==> src/rtl/serial_tx_arbiter.sv <==
// Round-robin arbiter in front of a single MSB-first serializer.
// One requester at a time owns the line for DW*CLKS_PER_BIT cycles, then
// receives a one-cycle done pulse; the search pointer then advances past it.
module serial_tx_arbiter #(
    parameter int unsigned NREQ         = 4,
    parameter int unsigned DW           = 8,
    parameter int unsigned CLKS_PER_BIT = 2
) (
    input  logic               clk,
    input  logic               rst,
    input  logic [NREQ-1:0]    req,
    input  logic [NREQ*DW-1:0] din,
    output logic [NREQ-1:0]    gnt,
    output logic [NREQ-1:0]    done,
    output logic               dout,
    output logic               dout_vld,
    output logic               busy
);

    localparam int unsigned PW  = (NREQ > 1) ? $clog2(NREQ) : 1;
    localparam int unsigned PW1 = PW + 1;
    localparam int unsigned CW  = (CLKS_PER_BIT > 1) ? $clog2(CLKS_PER_BIT) : 1;
    localparam int unsigned BW  = (DW > 1) ? $clog2(DW) : 1;

    localparam logic [1:0] S_IDLE  = 2'd0;
    localparam logic [1:0] S_SHIFT = 2'd1;
    localparam logic [1:0] S_DONE  = 2'd2;

    logic [1:0]    state;
    logic [1:0]    state_nxt;
    logic [PW-1:0] ptr;
    logic [PW-1:0] cur;
    logic [DW-1:0] shreg;
    logic [BW-1:0] bit_cnt;
    logic [CW-1:0] sub_cnt;

    logic          win_found;
    logic [PW-1:0] win_idx;
    logic [PW:0]   idx_sum;
    logic [DW-1:0] win_data;
    logic          sub_wrap;
    logic          last_bit;

    assign sub_wrap = (sub_cnt == CW'(CLKS_PER_BIT - 1));
    assign last_bit = (bit_cnt == BW'(DW - 1));

    // Round-robin search: first asserted req at or above ptr, wrapping to 0.
    always_comb begin
        win_found = 1'b0;
        win_idx   = '0;
        idx_sum   = '0;
        for (int k = 0; k < int'(NREQ); k++) begin
            idx_sum = {1'b0, ptr} + PW1'(k);
            if (idx_sum >= PW1'(NREQ)) begin
                idx_sum = idx_sum - PW1'(NREQ);
            end
            if (!win_found && req[idx_sum[PW-1:0]]) begin
                win_found = 1'b1;
                win_idx   = idx_sum[PW-1:0];
            end
        end
        win_data = din[32'(win_idx) * DW +: DW];
    end

    // State register.
    always_ff @(posedge clk or posedge rst) begin
        if (rst) begin
            state <= S_IDLE;
        end else begin
            state <= state_nxt;
        end
    end

    // Next-state logic: IDLE -> SHIFT on any request, SHIFT -> DONE after the
    // final sub-bit of the last bit, DONE always returns to IDLE.
    always_comb begin
        state_nxt = state;
        case (state)
            S_IDLE: begin
                if (win_found) begin
                    state_nxt = S_SHIFT;
                end
            end
            S_SHIFT: begin
                if (sub_wrap && last_bit) begin
                    state_nxt = S_DONE;
                end
            end
            S_DONE: begin
                state_nxt = S_IDLE;
            end
            default: begin
                state_nxt = S_IDLE;
            end
        endcase
    end

    // Grant capture, shift/count datapath, done pulse and pointer advance.
    always_ff @(posedge clk or posedge rst) begin
        if (rst) begin
            gnt     <= '0;
            done    <= '0;
            ptr     <= '0;
            cur     <= '0;
            shreg   <= '0;
            bit_cnt <= '0;
            sub_cnt <= '0;
        end else begin
            case (state)
                S_IDLE: begin
                    done <= '0;
                    if (win_found) begin
                        gnt     <= NREQ'(1) << win_idx;
                        cur     <= win_idx;
                        shreg   <= win_data;
                        bit_cnt <= '0;
                        sub_cnt <= '0;
                    end
                end
                S_SHIFT: begin
                    if (sub_wrap) begin
                        sub_cnt <= '0;
                        if (last_bit) begin
                            gnt  <= '0;
                            done <= NREQ'(1) << cur;
                        end else begin
                            shreg   <= {shreg[DW-2:0], 1'b0};
                            bit_cnt <= bit_cnt + BW'(1);
                        end
                    end else begin
                        sub_cnt <= sub_cnt + CW'(1);
                    end
                end
                S_DONE: begin
                    done <= '0;
                    ptr  <= (cur == PW'(NREQ - 1)) ? '0 : cur + PW'(1);
                end
                default: begin
                    gnt  <= '0;
                    done <= '0;
                end
            endcase
        end
    end

    // Line outputs decoded from registered state; dout forced low off-frame.
    assign dout_vld = (state == S_SHIFT);
    assign dout     = dout_vld & shreg[DW-1];
    assign busy     = (state != S_IDLE);

endmodule
==> config.mk <==
export PLATFORM = sky130hd
export DESIGN_NAME = serial_tx_arbiter
export DESIGN_NICKNAME = d
export VERILOG_FILES = /design/src/rtl/serial_tx_arbiter.sv
export SDC_FILE = /design/constraint.sdc
export NUM_CORES = 1
export LEC_CHECK = 0
export ABC_CLOCK_PERIOD_IN_PS = 5600
export BUFFER_PORTS_ARGS = -buffer_cell sky130_fd_sc_hd__buf_2
export CAP_MARGIN = 15
export CORE_MARGIN = 4
export CORE_UTILIZATION = 50
export CTS_CLUSTER_DIAMETER = 60
export DETAILED_ROUTE_END_ITERATION = 12
export GPL_ROUTABILITY_DRIVEN = 0
export PLACE_DENSITY_LB_ADDON = 0.1
export SLEW_MARGIN = 20
export SYNTH_ARGS = -nofsm -noshare
export SYNTH_HDL_FRONTEND = slang
export SYNTH_SLANG_ARGS = --single-unit
export TNS_END_PERCENT = 50
==> constraint.sdc <==
create_clock -name clk -period 5.6 [get_ports clk]
set_clock_uncertainty 0.1 [all_clocks]
set_input_delay 1.12 -clock clk [delete_from_list [all_inputs] [get_ports clk]]
set_output_delay 1.12 -clock clk [all_outputs]
set_load 0.005 [all_outputs]
==> results.py, run 1 <==
metrics = {
    "run_status": {
        "run_status": "complete, no violations",
    },
    "die": {
        "dieWidth_um": 64.4,
        "chip_height_um": 64.4,
        "io_pins": 49,
        "placement_rows": 20,
        "placeableCoreArea_um2": 3050,
        "die_area_um2": 4140,
        "initial_core_util_pct": 52.0,
    },
    "power": {
        "comb_power_share_pct": 46.5,
        "share_seq_of_total_power_pct": 40.8,
        "power.static_leakage_uw": 0.000906,
        "power-per-cell-area_nw_per_um2": 394,
        "internal_power_uw": 445,
        "finalPower_uw": 750,
        "share_clk_of_total_power_pct": 12.7,
        "swShare_pct": 40.6,
        "ir_worst_vdd_mv": 0.213,
        "power_switching_uw": 304,
    },
    "logic_synthesis": {
        "synth_common_cells": "dfrtp_1 (26), nand2_1 (23), nor2_1 (19)",
        "async_sr_flop_fraction_pct": 100,
        "ys.flop_type": "dfrtp_1",
        "most_common_cell_in_the_synthesized_netlist": "dfrtp_1",
        "syn_area_per_cell_um2": 8.78,
        "synth_cell_types": 40,
        "syn_area_um2": 1590,
        "synth_cells": 181,
        "netlist.top_cell.by_area": "dfrtp_1",
        "largest_cells_by_area_after_synthesis": "dfrtp_1 (41%), a21oi_1 (5.7%), nand2_1 (5.4%)",
        "synth.net_count": 225,
        "ys_seq_elements": 26,
        "synth_top_area_share_pct": 40.9,
        "ys.warnings.count": 0,
        "ys_seq_area_share_pct": 40.9,
        "synth-edff-count": 0,
    },
    "sta": {
        "period_share_pct": 55.0,
        "final.hold.worst_slack_ns": 0.401,
        "final-setup-viol-count": 0,
        "max_clock_freq_ghz": 0.325,
        "tightest_slew_ns": 0.886,
        "slew_viol_final": 0,
        "unrepaired_setup_endpoints_after_global_routing": "no",
        "totalNegativeSetupSlack_ns": 0,
        "min_period_ns": 3.08,
        "final_number_of_hold_violating_endpoints": 0,
        "slew_headroom_pct": 40.6,
    },
    "global_route": {
        "number_of_antenna_violations_at_the_first_check_in_global_routing": 0,
        "grt_first_pass_wirelength_um": 6690,
        "globalRouteTotalUtil_pct": 20.2,
        "vias_in_the_first_global_route": 1520,
        "globalRouteOverflowTotal": 0,
        "maximum_number_of_pins_on_one_net_before_global_route_repair": 27,
    },
    "final_layout": {
        "diodes": 0,
        "fraction_of_layout_cells_with_a_size_suffix_above_1_pct": 28.6,
        "layout.filler_cells": 282,
        "fin_nets": 272,
        "layout_area_overhead_pct": 19.7,
        "final_area_um2": 1900,
    },
    "setup_path": {
        "crit_path_top_delay_cell": "dfrtp_1",
        "crit-reg2reg-launch": "bit_cnt[0]",
        "cp_data_arrival_time_ns": 1.86,
        "worst-r2r-cell-count": 5,
        "timing_worst_setup_path_type": "reg2out",
        "rr_endpoint": "shreg[7]",
        "reg2reg_slack_ns": 3.27,
        "crit_path_max_fanout": 12,
        "cp.required_ns": 4.38,
        "critPathMaxStageDelay_ns": 0.43,
        "endpoint_kind": "output port",
        "crit_path_launch_type": "register",
        "critPathTopFamily": "simple AND/OR/NAND/NOR gates",
        "crit_buf_inv": 2,
        "worstPathCellList": "nand2b_1 -> clkinv_1 -> and2_1 -> buf_2",
    },
    "routing": {
        "dr.first_iter.drc_count": 111,
        "route.vias.total": 1565,
        "detail_route.drc_violations": 0,
        "route.final.wire_length_um": 4060,
        "postRouteAntennaNets": 0,
        "vias_per_cell": 5.77,
        "routedWlPerCell_um": 15.0,
        "detail_route.first_pass.iterations": 4,
    },
    "clock_tree": {
        "tritoncts_clock_tree": "done",
        "cts-resized-gates": 0,
        "postCtsHoldBufs": 0,
        "clock_latency_ns": 0.32,
        "cts_max_level": 1,
        "cts.root.buffer_cell": "clkbuf_4",
        "cts.reportedPaths.clkPinSlew_ns": 0.14,
        "post-cts-setup-buffers": 0,
        "tritoncts_num_sinks": 26,
        "numCtsBuffers": 3,
        "clk_path_buf_depth": 2,
    },
    "min_path": {
        "timing.hold.worst_path_depth": 2,
        "holdPathEnd": "gnt[3]",
        "min-delay-path-class": "reg2reg",
        "hold_path_startpoint": "gnt[3]",
    },
    "flow_run": {
        "drv_cap": 0,
    },
    "placed_design": {
        "hpwlAfterDp_um": 3140,
        "port-buffer-count": 48,
        "post_dp_cell_area_um2": 1860,
    },
}
flip-flops by register name, indices dropped and copies added, names as in the netlist:
register  flops
gnt           4
sub_cnt       1
state         2
done          4
shreg         8
cur           2
bit_cnt       3
ptr           2
metrics by stage:
step / utilization, % / setup slack [ns] / instances
floorplan: - / 2.91 / 181
global placement: 61.0 / 2.31 / 267
detailed placement: 61.0 / 2.19 / 267
CTS: 62.2 / 2.51 / 271
global route: 62.3 / 2.36 / 271
finish: 62.3 / 2.52 / 271
power by group through the flow:
stage / Clock, µW / Sequential, µW / Combinational, µW
floorplan: 0 / 295 / 256
global placement: 0 / 305 / 333
detailed placement: 0 / 308 / 349
CTS: 97.5 / 304 / 351
global route: 105 / 314 / 399
finish: 95.4 / 306 / 348
cells in the final DEF, fill, tap and decap left out, types with 2 or more instances in the layout:
cell,count
nand2_1,23
buf_2,48
nor2_1,19
o21ai_0,11
o31ai_1,2
mux2i_1,2
a21oi_1,17
a32o_1,2
nand2b_1,4
a21bo_2,6
ha_1,6
nor2b_1,3
nor4_1,5
a221oi_1,6
and2_1,2
clkbuf_4,3
a211oi_1,2
inv_1,4
nand3_1,10
a311oi_1,2
mux2_2,2
dfrtp_1,26
clkinv_1,2
cell families after synthesis:
kind of cell,count (synthesis),share of synthesized area (%)
AND/OR/NAND/NOR,73,22.5
AO/OA/AOI/OAI,59,25.7
flip-flops,26,40.9
buffers and inverters,12,2.83
adder cells (fa/ha/maj),6,4.72
multiplexers,4,2.68
XOR/XNOR,1,0.551
worst max-delay path by stage:
stage          startpoint       end  slack [ns]  cells past startpoint
2_1_floorplan      req[2]  shreg[7]        2.91                      5
6_report         state[1]      dout        2.52                      4
3_5_place_dp       req[3]  shreg[7]        2.19                      5
4_1_cts          state[1]      dout        2.51                      4
3_3_place_gp       req[3]  shreg[7]        2.31                      5
5_1_grt          state[1]      dout        2.36                      4
final cells by class:
| type | count | area (µm²) | area share, % |
|---|---|---|---|
| Timing Repair Buffer | 48 | 240 | 12.6 |
| Multi-Input combinational cell | 143 | 897 | 47.2 |
| Clock buffer | 4 | 36.3 | 1.91 |
| Tap cell | 44 | 55.1 | 2.89 |
| Inverter | 6 | 22.5 | 1.18 |
| Sequential cell | 26 | 651 | 34.2 |
worst reg2reg max path: cells and delay by family (launching register included):
family                   cells  cell delay [ns]
adder cells (fa/ha/maj)      2             0.45
AND/OR/NAND/NOR              1             0.58
flip-flops                   1             0.42
AO/OA/AOI/OAI                2             0.68
per-layer routing:
layer	GRT usage (%)	up-vias	part of all wire, %
li1	-	762	-
met1	24.6	746	42
met2	37.2	49	52
met3	3.69	8	4.8
met4	3.43	0	1.3
met5	0	-	0
Power figures use the tool's default switching activity.
==> inputs of run 2 (changes only) <==
- ABC_CLOCK_PERIOD_IN_PS: 5600 -> 2500
- CORE_UTILIZATION: 50 -> 46
- clock period: 5.6 -> 2.5 ns (I/O delays scaled with it)
==> results.py, run 2 (synthesized netlist as in run 1, its figures left out) <==
metrics = {
    "clock_tree": {
        "cts-resized-gates": 0,
        "numCtsBuffers": 3,
        "cts_max_level": 1,
        "clk_path_buf_depth": 2,
        "post-cts-setup-buffers": 0,
        "cts.root.buffer_cell": "clkbuf_4",
        "cts.reportedPaths.clkPinSlew_ns": 0.13,
        "tritoncts_clock_tree": "done",
        "tritoncts_num_sinks": 26,
        "clock_latency_ns": 0.31,
        "postCtsHoldBufs": 0,
    },
    "final_layout": {
        "layout_area_overhead_pct": 21.6,
        "largest-register": "shreg",
        "reg_top3": "shreg: 8 flops, done: 4 flops, gnt: 4 flops",
        "mostFrequentLayoutCell": "buf_2",
        "diodes": 0,
        "commonest_non_fill_non_tap_cells_in_the_layout": "buf_2 (48), dfrtp_1 (26), nand2_1 (23)",
        "max_ffs_per_register": 8,
        "fin_nets": 278,
        "fraction_of_layout_cells_with_a_size_suffix_above_1_pct": 29.7,
    },
    "setup_path": {
        "worst-r2r-cell-count": 5,
        "endpoint_kind": "register",
        "cp_data_arrival_time_ns": 2.32,
        "worstPathCellList": "nand2_1 -> a211oi_1 -> o21ai_0 -> a21bo_2 -> a21oi_1",
        "crit_path_max_fanout": 13,
        "cp.required_ns": 2.65,
        "reg2reg_slack_ns": 0.33,
        "rr_endpoint": "shreg[3]",
        "crit-reg2reg-launch": "ptr[1]",
        "crit_end": "shreg[3]",
        "cp-startpoint": "ptr[1]",
        "crit_path_launch_type": "register",
        "crit_path_top_delay_cell": "a211oi_1",
        "timing_worst_setup_path_type": "reg2reg",
        "critPathMaxStageDelay_ns": 0.68,
    },
    "flow_run": {
        "drv_cap": 0,
    },
    "die": {
        "placement_rows": 21,
        "io_pins": 49,
        "chip_height_um": 66.8,
        "dieWidth_um": 66.8,
        "placeableCoreArea_um2": 3340,
        "initial_core_util_pct": 47.6,
        "die_area_um2": 4460,
    },
    "global_route": {
        "grt_first_pass_wirelength_um": 6490,
        "number_of_antenna_violations_at_the_first_check_in_global_routing": 0,
        "vias_in_the_first_global_route": 1480,
        "globalRouteOverflowTotal": 0,
        "maximum_number_of_pins_on_one_net_before_global_route_repair": 27,
        "globalRouteTotalUtil_pct": 19.1,
    },
    "min_path": {
        "min-delay-path-class": "in2async",
    },
    "routing": {
        "route.final.wire_length_um": 4060,
        "detail_route.drc_violations": 0,
        "detail_route.first_pass.iterations": 5,
        "postRouteAntennaNets": 0,
        "dr.first_iter.drc_count": 61,
        "vias_per_cell": 5.63,
        "route.vias.total": 1564,
        "routedWlPerCell_um": 14.6,
    },
    "sta": {
        "totalNegativeSetupSlack_ns": 0,
        "setup_ws_ns": 0.332,
        "max_clock_freq_ghz": 0.461,
        "unrepaired_setup_endpoints_after_global_routing": "no",
        "slew_headroom_pct": 46.4,
        "slew_viol_final": 0,
        "tightest_slew_ns": 0.799,
        "final-setup-viol-count": 0,
        "final_number_of_hold_violating_endpoints": 0,
        "min_period_ns": 2.17,
        "period_share_pct": 86.7,
    },
    "power": {
        "power-per-cell-area_nw_per_um2": 861,
        "power.static_leakage_uw": 0.000933,
        "ir_worst_vdd_mv": 0.468,
    },
    "placed_design": {
        "pre_cts_ws_ns": 0.187,
        "hpwlAfterDp_um": 3210,
        "port-buffer-count": 48,
    },
    "run_status": {
        "run_status": "complete, no violations",
    },
}
-- run 2: changes by cell type in the layout (fill, tap and decap cells not counted) --
| cell | change |
|---|---|
| a21oi_1 | +1 |
| clkinv_1 | -1 |
| inv_1 | +1 |
| a21oi_2 | -1 |
| buf_4 | +6 |
| clkbuf_8 | -1 |
-- run 2: power breakdown --
part           leakage (µW)  total, µW  switching (µW)  internal (µW)
registers          0.000338        684             115            569
logic              0.000580        807             432            374
clock network     0.0000138        173             117           56.3
total              0.000933       1660             664           1000
-- run 2: final cells by class --
class / instances / area [µm²]
clock buffer: 3 / 22.5
fill: 323 / 1410
inverter: 6 / 22.5
multi-input combinational: 143 / 893
sequential: 26 / 651
tap: 46 / 57.6
timing repair buffer: 54 / 285
-- run 2: worst min-delay path by stage --
stage                          start          to  slack [ns]  depth (start not counted)
after floorplan           bit_cnt[1]  bit_cnt[1]        0.35                          2
after global placement    bit_cnt[1]  bit_cnt[1]        0.37                          2
after detailed placement      gnt[3]      gnt[3]        0.37                          2
after CTS                        rst     done[1]        0.12                          3
after global routing             rst     done[0]        0.15                          3
final                            rst     done[1]        0.11                          3
-- run 2: stage by stage --
stage	instance area (µm²)	hold WS [ns]	total power, µW	std cells	utilization (%)
floorplan	1590	0.354	1230	181	-
global placement	1910	0.369	1480	275	57.2
detailed placement	1910	0.367	1510	275	57.2
CTS	1930	0.121	1680	278	57.9
global route	1930	0.149	1820	278	57.9
finish	1930	0.110	1660	278	57.9
-- run 2: layer usage --
layer  global-route usage, %  routed length (µm)  up-vias
met5                       0                   0        -
met4                    4.06                  47        0
met3                    2.53                 246        6
met2                    36.1                2040       55
met1                    22.7                1720      739
li1                        -                   -      764
-- run 2: critical path: cells and delay by family, from the launching register on --
family	cells	cell delay (ns)
compound gates	4	1.29
flops	1	0.60
simple gates	1	0.13
